==> src/rtl/mac_chain_fir.sv <==
// Transposed-form systolic FIR row with stationary per-tap weights, accept
// handshake, output backpressure, warm-up tracking, cascade input and saturating output.
module mac_chain_fir #(
  parameter int SIZE      = 4,
  parameter int BIT_WIDTH = 8,
  parameter int ACC_WIDTH = 32,
  parameter int OUT_WIDTH = 16,
  parameter int SHIFT     = 0
) (
  input  logic                                   clk,
  input  logic                                   rst,
  input  logic                                   cfg_wr,
  input  logic [((SIZE > 1) ? $clog2(SIZE) : 1)-1:0] cfg_addr,
  input  logic signed [BIT_WIDTH-1:0]            cfg_wdata,
  input  logic                                   clr,
  input  logic                                   in_valid,
  output logic                                   in_ready,
  input  logic signed [BIT_WIDTH-1:0]            in_data,
  input  logic signed [ACC_WIDTH-1:0]            in_acc,
  output logic                                   out_valid,
  input  logic                                   out_ready,
  output logic signed [ACC_WIDTH-1:0]            out_acc,
  output logic signed [OUT_WIDTH-1:0]            out_data,
  output logic                                   out_sat,
  output logic                                   warm
);

  localparam int AW = (SIZE > 1) ? $clog2(SIZE) : 1;
  localparam int PN = (SIZE > 1) ? SIZE - 1 : 1;
  localparam logic signed [ACC_WIDTH-1:0] OUT_MAX = ACC_WIDTH'((64'sd1 <<< (OUT_WIDTH - 1)) - 64'sd1);
  localparam logic signed [ACC_WIDTH-1:0] OUT_MIN = ~OUT_MAX;

  typedef enum logic [0:0] {FILL = 1'b0, STEADY = 1'b1} state_t;
  localparam state_t INIT_STATE = (SIZE == 1) ? STEADY : FILL;

  state_t                        state_q, state_d;
  logic [AW-1:0]                 fill_cnt_q, fill_cnt_d;
  logic signed [BIT_WIDTH-1:0]   w_q [SIZE];
  logic signed [BIT_WIDTH-1:0]   w_d [SIZE];
  logic signed [ACC_WIDTH-1:0]   p_q [PN];
  logic signed [ACC_WIDTH-1:0]   p_d [PN];
  logic signed [ACC_WIDTH-1:0]   chain_s [SIZE];
  logic signed [ACC_WIDTH-1:0]   y_s;
  logic                          out_valid_q, out_valid_d;
  logic signed [ACC_WIDTH-1:0]   out_acc_q, out_acc_d;
  logic signed [OUT_WIDTH-1:0]   out_data_q, out_data_d;
  logic                          out_sat_q, out_sat_d;
  logic                          accept_s;

  function automatic logic signed [ACC_WIDTH-1:0] mul_ext(
    input logic signed [BIT_WIDTH-1:0] a,
    input logic signed [BIT_WIDTH-1:0] b
  );
    logic signed [2*BIT_WIDTH-1:0] prod;
    prod = a * b;
    return ACC_WIDTH'(prod);
  endfunction

  // Returns {saturated, clipped value} of y >>> SHIFT.
  function automatic logic [OUT_WIDTH:0] rescale(input logic signed [ACC_WIDTH-1:0] y);
    logic signed [ACC_WIDTH-1:0] s;
    s = y >>> SHIFT;
    if (s > OUT_MAX) begin
      return {1'b1, OUT_MAX[OUT_WIDTH-1:0]};
    end else if (s < OUT_MIN) begin
      return {1'b1, OUT_MIN[OUT_WIDTH-1:0]};
    end else begin
      return {1'b0, s[OUT_WIDTH-1:0]};
    end
  endfunction

  assign in_ready  = !clr && (!out_valid_q || out_ready);
  assign accept_s  = in_valid && in_ready;
  assign out_valid = out_valid_q;
  assign out_acc   = out_acc_q;
  assign out_data  = out_data_q;
  assign out_sat   = out_sat_q;
  assign warm      = (state_q == STEADY);

  // The cascade term enters at the far end of the partial-sum chain.
  always_comb begin
    for (int i = 0; i < SIZE; i++) begin
      chain_s[i] = in_acc;
    end
    for (int i = 0; i < SIZE - 1; i++) begin
      chain_s[i] = p_q[i];
    end
    y_s = mul_ext(w_q[0], in_data) + chain_s[0];
  end

  always_comb begin
    w_d         = w_q;
    p_d         = p_q;
    fill_cnt_d  = fill_cnt_q;
    state_d     = state_q;
    out_valid_d = out_valid_q;
    out_acc_d   = out_acc_q;
    out_data_d  = out_data_q;
    out_sat_d   = out_sat_q;

    if (cfg_wr && (32'(cfg_addr) < SIZE)) begin
      w_d[cfg_addr] = cfg_wdata;
    end else begin
      w_d = w_q;
    end

    if (clr) begin
      for (int i = 0; i < PN; i++) begin
        p_d[i] = '0;
      end
      fill_cnt_d  = '0;
      state_d     = INIT_STATE;
      out_valid_d = 1'b0;
    end else if (accept_s) begin
      // Weights are read from the current registers, so a same-edge write lands afterwards.
      for (int i = 0; i < SIZE - 1; i++) begin
        p_d[i] = mul_ext(w_q[i+1], in_data) + chain_s[i+1];
      end
      case (state_q)
        FILL: begin
          fill_cnt_d  = fill_cnt_q + AW'(1);
          out_valid_d = 1'b0;
          if (fill_cnt_q == AW'(SIZE - 2)) begin
            state_d = STEADY;
          end else begin
            state_d = FILL;
          end
        end
        STEADY: begin
          out_valid_d             = 1'b1;
          out_acc_d               = y_s;
          {out_sat_d, out_data_d} = rescale(y_s);
        end
        default: begin
          state_d = INIT_STATE;
        end
      endcase
    end else if (out_ready) begin
      out_valid_d = 1'b0;
    end else begin
      out_valid_d = out_valid_q;
    end
  end

  always_ff @(posedge clk) begin
    if (rst) begin
      for (int i = 0; i < SIZE; i++) begin
        w_q[i] <= '0;
      end
      for (int i = 0; i < PN; i++) begin
        p_q[i] <= '0;
      end
      fill_cnt_q  <= '0;
      state_q     <= INIT_STATE;
      out_valid_q <= 1'b0;
      out_acc_q   <= '0;
      out_data_q  <= '0;
      out_sat_q   <= 1'b0;
    end else begin
      w_q         <= w_d;
      p_q         <= p_d;
      fill_cnt_q  <= fill_cnt_d;
      state_q     <= state_d;
      out_valid_q <= out_valid_d;
      out_acc_q   <= out_acc_d;
      out_data_q  <= out_data_d;
      out_sat_q   <= out_sat_d;
    end
  end

endmodule

==> config.mk <==
export PLATFORM = sky130hd
export DESIGN_NAME = mac_chain_fir
export DESIGN_NICKNAME = d
export VERILOG_FILES = /design/src/rtl/mac_chain_fir.sv
export SDC_FILE = /design/constraint.sdc
export NUM_CORES = 2
export LEC_CHECK = 0
export CAP_MARGIN = 20
export CORE_UTILIZATION = 30
export CTS_CLUSTER_SIZE = 10
export DETAILED_ROUTE_END_ITERATION = 10
export GPL_ROUTABILITY_DRIVEN = 0
export SLEW_MARGIN = 5
export SYNTH_ARGS = -nofsm -noshare
export SYNTH_HDL_FRONTEND = slang
export SYNTH_SLANG_ARGS = --single-unit
==> constraint.sdc <==
create_clock -name clk -period 14.78 [get_ports clk]
set_clock_uncertainty 0.05 [all_clocks]
set_input_delay 2.956 -clock clk [delete_from_list [all_inputs] [get_ports clk]]
set_output_delay 2.956 -clock clk [all_outputs]
set_load 0.01 [all_outputs]
==> flow_summary.yaml <==
power_and_ir_drop:
  ir_worst_vdd_mv: 0.0674
  p_total_mw: 2.47
  power_leakage_nw: 15.9
  power.density_nw_per_um2: 77.5
logic_synthesis:
  synth_top_area_share_pct: 37.8
  ys_ff_latch: 181
  syn_nets: 4012
  synth_commonest_cells: "inv_1 (683), fa_1 (544), nand2_1 (347), ha_1 (281), a21oi_1 (183)"
  synth_cells: 3131
  synth_edf_count: 0
  synth_cell_types: 87
  syn_avg_cell_area_um2: 9.20
  synth_area_um2: 28800
  synth_area_leaders: "fa_1 (38%), dfxtp_1 (13%), ha_1 (12%)"
  ys.flop_type: "dfxtp_1"
  yosysSeqAreaShare_pct: 12.6
  yosysWarnings: 0
  yosysMostFrequentCell: "inv_1"
  async_flop_share_pct: 0
  yosys.area.top_type: "fa_1"
die:
  die_h_um: 312
  core_region_area_um2: 95000
  initial_core_util_pct: 30.3
  die_w_um: 312
  die_area_um2: 97300
  io_pins: 108
  rows: 113
cells_and_area:
  multiInputGateArea_um2: 22200
  seq_area_um2: 3620
  diodes: 0
  areaGrowthSynthToFinish_pct: 10.8
  utilization_pct: 33.6
  final_area_um2: 31900
  fin_nets: 4060
  n_fill_cell: 10000
  drive_above_1_share_pct: 2.94
min_path:
  hp-class: "register to register"
timing:
  final_max_slew_viol_count: 0
  fin_crit_sh_pct: 67.3
  rsz0062_at_grt: "false"
  hold_viol: 0
  fin_crit_ns: 9.95
  hold_ws_ns: 0.403
  final-setup-viol-count: 0
  slew_headroom_pct: 29.2
  finalSetupTns_ns: 0
  fmax_ghz: 0.100
  worst_pin_slew_ns: 1.06
global_route:
  antenna_found_initial: 1
  grt_use_total_pct: 13.5
  grt_pass1_vias: 21900
  grt_pass1_wl_mm: 108
  grt_max_degree: 89
  grt_remaining_overflow: 0
routing:
  first_pass_iters: 5
  wl_met3_mm: 1.85
  vias: 20200
  wl_met2_mm: 29.1
  wl_met1_mm: 28.4
  drtIter0Drc: 908
  wl_per_cell_um: 13.5
  ant_nets: 0
  vias_per_cell: 4.52
  top_layer: "met5"
  drt-total-wl_mm: 60.4
  drc: 0
worst_setup_path:
  cp-end-kind: "register"
  critPathMaxFanout: 32
  startpoint_type: "input pin"
  critical_path_arrival_ns: 10.34
  required_ns: 15.17
  critPathKind: "input pin to register"
outcome:
  status: "complete, no violations"
clocking:
  cts_max_path_buffers: 2
  worstSkewPairLatency_ns: 0.50
  path_clk_slew_ns: 0.08
  hold_buffers: 0
  numCtsBuffers: 17
  clock-root-buffer: "clkbuf_16"
  cts_tree: "done"
  cts_setup_buffers: 0
  cts_sinks: 181
  cts_resized: 0
  htreeDepth: 4
placement:
  port_buffers: 107
  detailed_place_hpwl_mm: 48.9
  placed_area_um2: 31200
run:
  cap_viol_max_count: 0
## per-layer routing
metal  vias up  global-route usage (%)
met5         -                       0
met4         2                    3.26
met3        58                    1.88
met2       241                    23.2
met1     10000                    17.9
li1       9823                       -
## layout make-up
cell class / instances / area share, %
Multi-Input combinational cell: 2166 / 69.6
Sequential cell: 181 / 11.4
Inverter: 683 / 8.03
Tap cell: 1265 / 4.96
Timing Repair Buffer: 130 / 4.22
Clock buffer: 19 / 1.36
Clock inverter: 13 / 0.451
## cells by family after synthesis
logic type | after synthesis | synth area share [%]
adders and majority gates | 825 | 50.0
buffers and inverters | 784 | 10.4
and+or+nand+nor | 765 | 12.6
AOI/OAI and AO/OA | 422 | 9.58
DFF | 181 | 12.6
xor gates and xnor gates | 121 | 3.74
muxes | 33 | 1.15
## critical path, cell delays in order
cell and delay [ns]:
clkdlybuf4s50_1 0.46, buf_4 0.36, nand2_1 0.24, fa_1 0.66
fa_1 0.93, inv_1 0.37, fa_1 0.59, fa_1 0.42
ha_1 0.29, ha_1 0.45, nand2_1 0.19, or3_1 0.35
nor4_1 0.38, o211ai_1 0.14, a21oi_1 0.20, xor2_1 0.26
nand4_1 0.18, a21boi_2 0.61, a221o_2 0.28
## report_power, final
part           total (mW)  internal [mW]  switching, mW
logic                1.47          0.619          0.854
clock network       0.475          0.238          0.238
registers           0.526          0.508         0.0186
## cells in the final DEF (no fill, tap or decap), types with 6 or more instances in the layout
| cell | instances |
|---|---|
| and3_1 | 20 |
| or3_1 | 9 |
| o21a_1 | 7 |
| inv_1 | 683 |
| nor2b_1 | 7 |
| fa_1 | 544 |
| nor2_1 | 129 |
| buf_4 | 17 |
| o211ai_1 | 10 |
| clkbuf_16 | 17 |
| o31ai_1 | 6 |
| nand3_1 | 31 |
| a21o_1 | 46 |
| a211o_1 | 6 |
| dfxtp_1 | 181 |
| xor2_1 | 38 |
| ha_1 | 281 |
| nand4_1 | 7 |
| a211oi_1 | 20 |
| nor3_1 | 20 |
| a21oi_1 | 183 |
| a221o_1 | 9 |
| and2_1 | 123 |
| mux2i_1 | 33 |
| clkdlybuf4s50_1 | 106 |
| o21bai_1 | 8 |
| nand2b_1 | 31 |
| o21ai_0 | 44 |
| nand2_1 | 345 |
| a31oi_1 | 17 |
| xnor2_1 | 82 |
## sequential cells by signal (all words and copies together), names as in the netlist
| signal | flops |
|---|---|
| w_q | 32 |
| out_data | 16 |
| out_acc | 32 |
| chain_s | 96 |
| out_sat | 1 |
| warm | 1 |
| fill_cnt_q | 2 |
| out_valid | 1 |
## stage by stage
| stage | setup slack, ns | cells |
|---|---|---|
| 3_3_place_gp | 4.58 | 4419 |
| 5_1_grt | 4.34 | 4457 |
| 4_1_cts | 4.90 | 4453 |
| 2_1_floorplan | 5.59 | 3131 |
| 6_report | 4.83 | 4457 |
| 3_5_place_dp | 4.42 | 4421 |
## path summary, 6_finish.rpt
kind / start / end / slack (ns) / cells after the start
hold reg to reg: chain_s[92]$_SDFFE_PP0P_ / chain_s[92]$_SDFFE_PP0P_ / 0.40 / 2
hold / removal: chain_s[92]$_SDFFE_PP0P_ / chain_s[92]$_SDFFE_PP0P_ / 0.40 / 2
setup / recovery: in_data[2] / out_data[3]$_SDFFE_PP0P_ / 4.83 / 19
setup reg to reg: w_q[31]$_SDFFE_PP0P_ / out_data[3]$_SDFFE_PP0P_ / 7.62 / 17
(Power assumes the default switching activity.)
